===== src/rtl/ac97_pcm_dma.sv =====
// Single-channel playback DMA: on each controller request, reads a burst of PCM words
// from memory over one WISHBONE master and writes them to an AC97 FIFO over another.
module ac97_pcm_dma #(
   parameter int          BURST  = 4,
   parameter logic [31:0] AC_ADR = 32'h0000_0020
) (
   input  logic        clk,
   input  logic        rst_i,
   input  logic        cfg_start,
   input  logic        cfg_abort,
   input  logic [31:0] cfg_base,
   input  logic [15:0] cfg_len,
   input  logic        cfg_loop,
   output logic        busy_o,
   output logic        done_o,
   output logic        err_o,
   input  logic        dma_req_i,
   output logic        dma_ack_o,
   output logic [31:0] mem_adr_o,
   output logic        mem_cyc_o,
   output logic        mem_stb_o,
   output logic        mem_we_o,
   output logic [3:0]  mem_sel_o,
   input  logic [31:0] mem_data_i,
   input  logic        mem_ack_i,
   input  logic        mem_err_i,
   output logic [31:0] ac_adr_o,
   output logic [31:0] ac_data_o,
   output logic        ac_cyc_o,
   output logic        ac_stb_o,
   output logic        ac_we_o,
   output logic [3:0]  ac_sel_o,
   input  logic        ac_ack_i,
   input  logic        ac_err_i
);

   localparam int IW = (BURST > 1) ? $clog2(BURST) : 1;
   localparam logic [IW:0] BURST_W = (IW+1)'(BURST);
   localparam logic [IW:0] ONE_W   = (IW+1)'(1);

   typedef enum logic [2:0] {
      S_IDLE     = 3'd0,
      S_WAIT_REQ = 3'd1,
      S_RD       = 3'd2,
      S_WR       = 3'd3,
      S_ACK      = 3'd4,
      S_HOLD     = 3'd5,
      S_ERR      = 3'd6
   } state_t;

   state_t      r_state, w_state_nxt;
   logic [31:0] r_base, w_base_nxt;
   logic [15:0] r_len, w_len_nxt;
   logic        r_loop, w_loop_nxt;
   logic [31:0] r_adr, w_adr_nxt;
   logic [15:0] r_left, w_left_nxt;
   logic [IW:0] r_n, w_n_nxt;
   logic [IW:0] r_cnt, w_cnt_nxt;
   logic        r_hold, w_hold_nxt;
   logic        r_mem_cyc, w_mem_cyc_nxt;
   logic        r_ac_cyc, w_ac_cyc_nxt;
   logic        r_dma_ack, w_dma_ack_nxt;
   logic        r_done, w_done_nxt;
   logic        r_err, w_err_nxt;
   logic        r_busy, w_busy_nxt;
   logic        w_buf_we;
   logic [31:0] r_buf [0:BURST-1];

   // Next-state and next-output computation; abort overrides every other event.
   always_comb begin
      w_state_nxt   = r_state;
      w_base_nxt    = r_base;
      w_len_nxt     = r_len;
      w_loop_nxt    = r_loop;
      w_adr_nxt     = r_adr;
      w_left_nxt    = r_left;
      w_n_nxt       = r_n;
      w_cnt_nxt     = r_cnt;
      w_hold_nxt    = r_hold;
      w_mem_cyc_nxt = r_mem_cyc;
      w_ac_cyc_nxt  = r_ac_cyc;
      w_dma_ack_nxt = 1'b0;
      w_done_nxt    = 1'b0;
      w_err_nxt     = r_err;
      w_busy_nxt    = r_busy;
      w_buf_we      = 1'b0;
      if (cfg_abort) begin
         w_state_nxt   = S_IDLE;
         w_mem_cyc_nxt = 1'b0;
         w_ac_cyc_nxt  = 1'b0;
         w_busy_nxt    = 1'b0;
         w_err_nxt     = 1'b0;
         w_cnt_nxt     = '0;
         w_n_nxt       = '0;
         w_hold_nxt    = 1'b0;
      end else begin
         case (r_state)
            S_IDLE, S_ERR: begin
               if (cfg_start) begin
                  w_base_nxt = {cfg_base[31:2], 2'b00};
                  w_len_nxt  = cfg_len;
                  w_loop_nxt = cfg_loop;
                  w_adr_nxt  = {cfg_base[31:2], 2'b00};
                  w_left_nxt = cfg_len;
                  w_cnt_nxt  = '0;
                  w_err_nxt  = 1'b0;
                  if (cfg_len == 16'd0) begin
                     w_done_nxt  = 1'b1;
                     w_state_nxt = S_IDLE;
                     w_busy_nxt  = 1'b0;
                  end else begin
                     w_state_nxt = S_WAIT_REQ;
                     w_busy_nxt  = 1'b1;
                  end
               end else begin
                  w_state_nxt = r_state;
               end
            end
            S_WAIT_REQ: begin
               if (dma_req_i) begin
                  if (r_left >= 16'(BURST)) begin
                     w_n_nxt = BURST_W;
                  end else begin
                     w_n_nxt = r_left[IW:0];
                  end
                  w_cnt_nxt     = '0;
                  w_mem_cyc_nxt = 1'b1;
                  w_state_nxt   = S_RD;
               end else begin
                  w_state_nxt = S_WAIT_REQ;
               end
            end
            S_RD: begin
               if (mem_err_i) begin
                  w_mem_cyc_nxt = 1'b0;
                  w_err_nxt     = 1'b1;
                  w_busy_nxt    = 1'b0;
                  w_cnt_nxt     = '0;
                  w_state_nxt   = S_ERR;
               end else if (mem_ack_i) begin
                  w_buf_we  = 1'b1;
                  w_adr_nxt = r_adr + 32'd4;
                  if (r_cnt == r_n - ONE_W) begin
                     w_cnt_nxt     = '0;
                     w_mem_cyc_nxt = 1'b0;
                     w_ac_cyc_nxt  = 1'b1;
                     w_state_nxt   = S_WR;
                  end else begin
                     w_cnt_nxt = r_cnt + ONE_W;
                  end
               end else begin
                  w_state_nxt = S_RD;
               end
            end
            S_WR: begin
               if (ac_err_i) begin
                  w_ac_cyc_nxt = 1'b0;
                  w_err_nxt    = 1'b1;
                  w_busy_nxt   = 1'b0;
                  w_cnt_nxt    = '0;
                  w_state_nxt  = S_ERR;
               end else if (ac_ack_i) begin
                  if (r_cnt == r_n - ONE_W) begin
                     w_cnt_nxt     = '0;
                     w_ac_cyc_nxt  = 1'b0;
                     w_dma_ack_nxt = 1'b1;
                     w_left_nxt    = r_left - 16'(r_n);
                     w_done_nxt    = (r_left == 16'(r_n));
                     w_state_nxt   = S_ACK;
                  end else begin
                     w_cnt_nxt = r_cnt + ONE_W;
                  end
               end else begin
                  w_state_nxt = S_WR;
               end
            end
            S_ACK: begin
               w_hold_nxt  = 1'b0;
               w_state_nxt = S_HOLD;
               if ((r_left == 16'd0) && r_loop) begin
                  w_adr_nxt  = r_base;
                  w_left_nxt = r_len;
               end else begin
                  w_adr_nxt = r_adr;
               end
            end
            S_HOLD: begin
               // Two-cycle hold gives the controller time to drop its stale request.
               if (r_hold) begin
                  w_hold_nxt = 1'b0;
                  if (r_left != 16'd0) begin
                     w_state_nxt = S_WAIT_REQ;
                  end else begin
                     w_state_nxt = S_IDLE;
                     w_busy_nxt  = 1'b0;
                  end
               end else begin
                  w_hold_nxt = 1'b1;
               end
            end
            default: begin
               w_state_nxt   = S_IDLE;
               w_mem_cyc_nxt = 1'b0;
               w_ac_cyc_nxt  = 1'b0;
               w_busy_nxt    = 1'b0;
            end
         endcase
      end
   end

   // FSM state register.
   always_ff @(posedge clk or posedge rst_i) begin
      if (rst_i) begin
         r_state <= S_IDLE;
      end else begin
         r_state <= w_state_nxt;
      end
   end

   // Datapath and registered bus/status outputs.
   always_ff @(posedge clk or posedge rst_i) begin
      if (rst_i) begin
         r_base    <= 32'd0;
         r_len     <= 16'd0;
         r_loop    <= 1'b0;
         r_adr     <= 32'd0;
         r_left    <= 16'd0;
         r_n       <= '0;
         r_cnt     <= '0;
         r_hold    <= 1'b0;
         r_mem_cyc <= 1'b0;
         r_ac_cyc  <= 1'b0;
         r_dma_ack <= 1'b0;
         r_done    <= 1'b0;
         r_err     <= 1'b0;
         r_busy    <= 1'b0;
      end else begin
         r_base    <= w_base_nxt;
         r_len     <= w_len_nxt;
         r_loop    <= w_loop_nxt;
         r_adr     <= w_adr_nxt;
         r_left    <= w_left_nxt;
         r_n       <= w_n_nxt;
         r_cnt     <= w_cnt_nxt;
         r_hold    <= w_hold_nxt;
         r_mem_cyc <= w_mem_cyc_nxt;
         r_ac_cyc  <= w_ac_cyc_nxt;
         r_dma_ack <= w_dma_ack_nxt;
         r_done    <= w_done_nxt;
         r_err     <= w_err_nxt;
         r_busy    <= w_busy_nxt;
      end
   end

   // Burst buffer, filled in memory order during reads.
   always_ff @(posedge clk or posedge rst_i) begin
      if (rst_i) begin
         for (int i = 0; i < BURST; i++) begin
            r_buf[i] <= 32'd0;
         end
      end else if (w_buf_we) begin
         r_buf[r_cnt[IW-1:0]] <= mem_data_i;
      end
   end

   assign busy_o    = r_busy;
   assign done_o    = r_done;
   assign err_o     = r_err;
   assign dma_ack_o = r_dma_ack;
   assign mem_adr_o = r_adr;
   assign mem_cyc_o = r_mem_cyc;
   assign mem_stb_o = r_mem_cyc;
   assign mem_we_o  = 1'b0;
   assign mem_sel_o = 4'hf;
   assign ac_adr_o  = AC_ADR;
   assign ac_data_o = r_buf[r_cnt[IW-1:0]];
   assign ac_cyc_o  = r_ac_cyc;
   assign ac_stb_o  = r_ac_cyc;
   assign ac_we_o   = r_ac_cyc;
   assign ac_sel_o  = 4'hf;

endmodule


===== config.mk =====
export PLATFORM = sky130hd
export DESIGN_NAME = ac97_pcm_dma
export DESIGN_NICKNAME = d
export VERILOG_FILES = /design/src/rtl/ac97_pcm_dma.sv
export SDC_FILE = /design/constraint.sdc
export NUM_CORES = 1
export LEC_CHECK = 0
export ABC_AREA = 1
export CORE_MARGIN = 1.5
export CORE_UTILIZATION = 59
export DETAILED_ROUTE_END_ITERATION = 16
export HOLD_SLACK_MARGIN = 0.12
export PLACE_DENSITY = 0.85
export SYNTH_ARGS = -nofsm -noshare
export SYNTH_HDL_FRONTEND = slang
export SYNTH_SLANG_ARGS = --single-unit

===== constraint.sdc =====
create_clock -name clk -period 24.3 [get_ports clk]
set_input_delay 4.86 -clock clk [delete_from_list [all_inputs] [get_ports clk]]
set_output_delay 4.86 -clock clk [all_outputs]
set_load 0.01 [all_outputs]

After elaboration in Yosys (flattened, before gate mapping)
Index checks and enable logic that the tools add are counted.
{"block": "classes", "reduce_logical": 27, "eq_ne": 33, "n_bitwise": 2, "addsub": 4, "order_cmp": 3, "muxes": 88}
{"op": "$mux W32", "n": 7}
{"op": "$bwmux W128", "n": 1}
{"op": "$pmux W32 S3", "n": 1}
{"op": "$mux W16", "n": 5}
{"op": "$bmux W32 S2", "n": 1}
{"op": "$demux W32 S2", "n": 1}
{"op": "$mux W3", "n": 21}
{"op": "$pmux W16 S3", "n": 1}
{"op": "$mux W1", "n": 41}
{"op": "$add A32 B3 Y32 const B", "n": 1}
{"op": "$logic_not A16 Y1", "n": 2}
{"op": "$ne A3 B3 Y1 const B", "n": 9}
{"op": "$pmux W3 S6", "n": 1}
{"op": "$reduce_and A6 Y1", "n": 3}
{"op": "$eq A16 B3 Y1", "n": 1}
{"op": "$ge A16 B3 Y1 const B", "n": 1}
{"op": "$ne A4 B4 Y1 const B", "n": 4}
{"op": "$reduce_bool A16 Y1", "n": 1}
{"op": "$sub A16 B3 Y16", "n": 1}
{"op": "$ne A2 B2 Y1 const B", "n": 7}
{"op": "$pmux W3 S4", "n": 1}
{"op": "$reduce_and A4 Y1", "n": 3}
{"op": "$ne A5 B5 Y1 const B", "n": 2}
{"op": "$reduce_or A5 Y1", "n": 2}
{"op": "other kinds (26)", "n": 39}
{"block": "word_totals", "output_inout_bits": 114, "register_bits": 239, "elab_cells": 176}

Logic depth before layout (Yosys ltp)
{"block": "depth", "word_depth": 7, "depth_mapped": 14, "mapped_depth_nobuf": 13}

Worst setup path before layout
Ideal clock, no wire load.
{"block": "synth_timing", "path_type": "flip-flop to output port", "startpoint": "register r_cnt[0]", "endpoint": "output ac_data_o[23]", "path_slack_ns": 18.058, "n_path_buf": 2, "required_time_ns": 19.440, "arrival_ns": 1.382, "path_stages_with_launch": 6, "cell_sequence": "dfrtp_1 inv_1 clkbuf_1 clkbuf_1 nor2_1 o22ai_1"}
{"block": "synth_between", "elab_chain_cells": 4}
{"element": "start, declared", "line": "58", "text": "logic [IW:0] r_cnt, w_cnt_nxt;"}
{"element": "start signal, assigned", "line": "244", "text": "r_cnt <= w_cnt_nxt;"}
{"element": "$not A2 Y3 (not written as such)", "line": "276", "text": "assign ac_data_o = r_buf[r_cnt[IW-1:0]];"}
{"element": "$bmux W32 S2", "line": "276"}
{"element": "$mux W32 (not written as such) (2 in series)", "line": "276"}
{"element": "end, declared", "line": "28", "text": "output logic [31:0] ac_data_o,"}
No other way between the ends. The select of a mux whose other input is x is not followed.

Final worst setup path
{"block": "layout_timing", "startpoint": "register r_cnt[0]", "endpoint": "output ac_data_o[0]"}
The elaborated chain is that of the path after synthesis.

==> impl_metrics.toml <==
[run_status]
outcome = "complete, no violations"

[power]
ir_worst_vdd_v = 0.0000628
p_per_area_mw_per_mm2 = 101
p_leak_uw = 0.00744

[sta]
finalSetupTns_ns = 0
tightest_slew_ns = 1.18
hold_violations = 0
worst_hold_slack_ns = 0.476
relSlewSlack = 0.216
grt_setup_unrepaired = "false"
fin_skew_ns = 0.0192
setup_violations = 0
maxSlewViolCount = 0
fin_crit_sh = 0.337
fin_crit_ns = 8.19
fmax_mhz = 122

[critical_path]
worst_path_largest_cell_delay_ns = 0.93
worstPathMaxFanout = 69
arrival_ns = 3.33
crit_path_end_kind = "output pin"
critPathSlowestCell = "inv_2"
worstSetupStartpointType = "flip-flop"
crit_type = "reg2out"
worstPathRequired_ns = 19.44
crit_family = "buffers and inverters"
cp_num_buf_inv = 3
cp_cell_sequence = "buf_4 > inv_2 > o21ai_0 > o22ai_1 > clkdlybuf4s50_1"

[clock_network]
cts_buffers = 26
clk_pin_slew_ns = 0.06
post_cts_buffers = 0
cts-resized-gates = 0
clk_latency_ns = 0.53
cts_tree = "done"
root_buffer = "clkbuf_16"
cts_hold_buf = 0
htreeDepth = 1
cts_sinks = 237
cts_max_path_buffers = 3

[global_route]
busiest_layer = "met2"
met3_usage = 0.0462
use_met2 = 0.484
grt_usage = 0.287
first_global_vias = 11300
antenna_found_initial = 1
grt_pass1_wl_mm = 55.8
grt_max_degree = 97
grtUsageMet1 = 0.385
grt_overflow = 0

[floorplan]
dieArea_mm2 = 0.0236
die_w_um = 154
core-area_mm2 = 0.0220
fp.dieH_um = 154
row_count = 54
start_util = 0.607
ios = 204

[drt]
drt_wl_total_mm = 34.0
drc = 0
num_vias = 11900
drtPass1Iterations = 6
antenna_left = 0
via_per_inst = 5.58
wl_per_cell_um = 16.0
drtIter0Drc = 923

[hold_path]
hp-class = "reg2reg"

[final_layout]
area_delta_synth_final_pct = 15.7
num_antenna_cells = 0
layout-drive-gt1-share = 0.0928
layout_commonest_cell = "nand2_1"
fin_nets = 1937
fillCellCount = 1773
final_cell_mix = "490 x nand2_1, 236 x dfrtp_1, 191 x nor2_1"

[synth]
ys_seq_area_frac = 0.444
synth_seq_cells = 237
ys.flop_type = "dfrtp_1"
syn_inst = 1727
async_flop_share = 1.00
synthDistinctLibCells = 40
synth_edf_count = 0
avgSynthCellArea_um2 = 7.74
syn_area_mm2 = 0.0134
synth_warnings = 0

[placement]
place_congestion = 0.913
io_buffers = 158
dp_hpwl_mm = 21.5

[job]
drv_cap = 0
## final cells by class
class / instances / area [µm²] / area share
multi-input cells: 1251 / 6060 / 0.392
repair buffers: 164 / 1630 / 0.105
clock buffers: 37 / 763 / 0.0494
inverters: 156 / 607 / 0.0392
well taps: 280 / 350 / 0.0227
flip-flops and latches: 237 / 5930 / 0.384
clock inverters: 9 / 126 / 0.00817
## per-stage QoR
stage	cells	worst slack, ns	power (µW)	utilization	area (µm²)
CTS	2134	16.16	1560	0.702	15500
floorplan	1768	12.94	954	-	13500
global route	2134	15.94	1660	0.702	15500
finish	2134	16.11	1560	0.702	15500
detailed placement	2088	16.65	1140	0.662	14600
global placement	2088	16.75	1120	0.662	14600
## Yosys cell counts (3+ instances only)
| cell type | instances | share of area |
|---|---|---|
| nor2_2 | 4 | 0.0019 |
| o211ai_1 | 5 | 0.0028 |
| buf_4 | 50 | 0.028 |
| o22ai_1 | 36 | 0.017 |
| nand2_4 | 5 | 0.0042 |
| nor3_1 | 9 | 0.0034 |
| nand3_4 | 7 | 0.0092 |
| nor2_4 | 3 | 0.0025 |
| mux2_4 | 8 | 0.0090 |
| buf_2 | 9 | 0.0034 |
| dfrtp_1 | 237 | 0.44 |
| o21ai_1 | 81 | 0.030 |
| nor2_1 | 191 | 0.054 |
| nand3_1 | 85 | 0.032 |
| nand2_2 | 5 | 0.0023 |
| clkbuf_1 | 29 | 0.0081 |
| buf_6 | 36 | 0.030 |
| a21oi_1 | 33 | 0.012 |
| or2_2 | 7 | 0.0033 |
| inv_4 | 3 | 0.0014 |
| nand2_1 | 490 | 0.14 |
| o21ai_0 | 143 | 0.054 |
| o21ai_2 | 71 | 0.047 |
| inv_1 | 148 | 0.042 |
| mux2_2 | 3 | 0.0025 |
| ha_1 | 10 | 0.0094 |
## tightest hold or removal path: stages (launching register included)
cell and delay [ns]:
dfrtp_1 0.34, nand2_1 0.06, o21ai_2 0.05
## logic make-up (layout without fill, tap and decap cells)
family,count (synthesis),after routing,synth area share
other,2,43,0.000562
AND/OR/NAND/NOR,811,811,0.253
multiplexers,11,11,0.0115
adder cells (fa/ha/maj),11,11,0.0109
flip-flops,237,237,0.444
buffers and inverters,280,366,0.115
AO/OA/AOI/OAI,374,374,0.165
XOR/XNOR,1,1,0.000655
## where the power goes
group	internal (µW)	leakage [µW]	switching, µW
Combinational	236	0.00388	325
Sequential	491	0.00312	95.5
Clock	249	0.000437	161
## path summary, 6_finish.rpt
check | end | depth (start not counted) | slack (ns) | startpoint
worst min-delay path | r_buf[70] | 2 | 0.48 | r_buf[70]
min in group asynchronous | dma_ack_o | 2 | 4.85 | rst_i
max in group asynchronous | r_buf[36] | 3 | 18.04 | rst_i
worst min register to register | r_buf[70] | 2 | 0.48 | r_buf[70]
worst max register to register | r_left[3] | 10 | 20.70 | r_cnt[0]
worst max-delay path | ac_data_o[0] | 5 | 16.11 | r_cnt[0]
## sequential cells by signal (all words and copies together) (netlist names)
register / cells
busy_o: 1
r_loop: 1
r_hold: 1
ac_cyc_o: 1
r_buf: 128
r_n: 3
done_o: 1
r_base: 30
dma_ack_o: 1
r_cnt: 3
r_len: 16
mem_adr_o: 30
mem_cyc_o: 1
r_state: 3
err_o: 1
r_left: 16
## layer usage
metal / part of all wire / vias to the layer above
met4: 0.024 / 2
met2: 0.49 / 468
met3: 0.072 / 72
li1: - / 5698
met1: 0.42 / 5667
met5: 0.00050 / -
(Power assumes the default switching activity.)
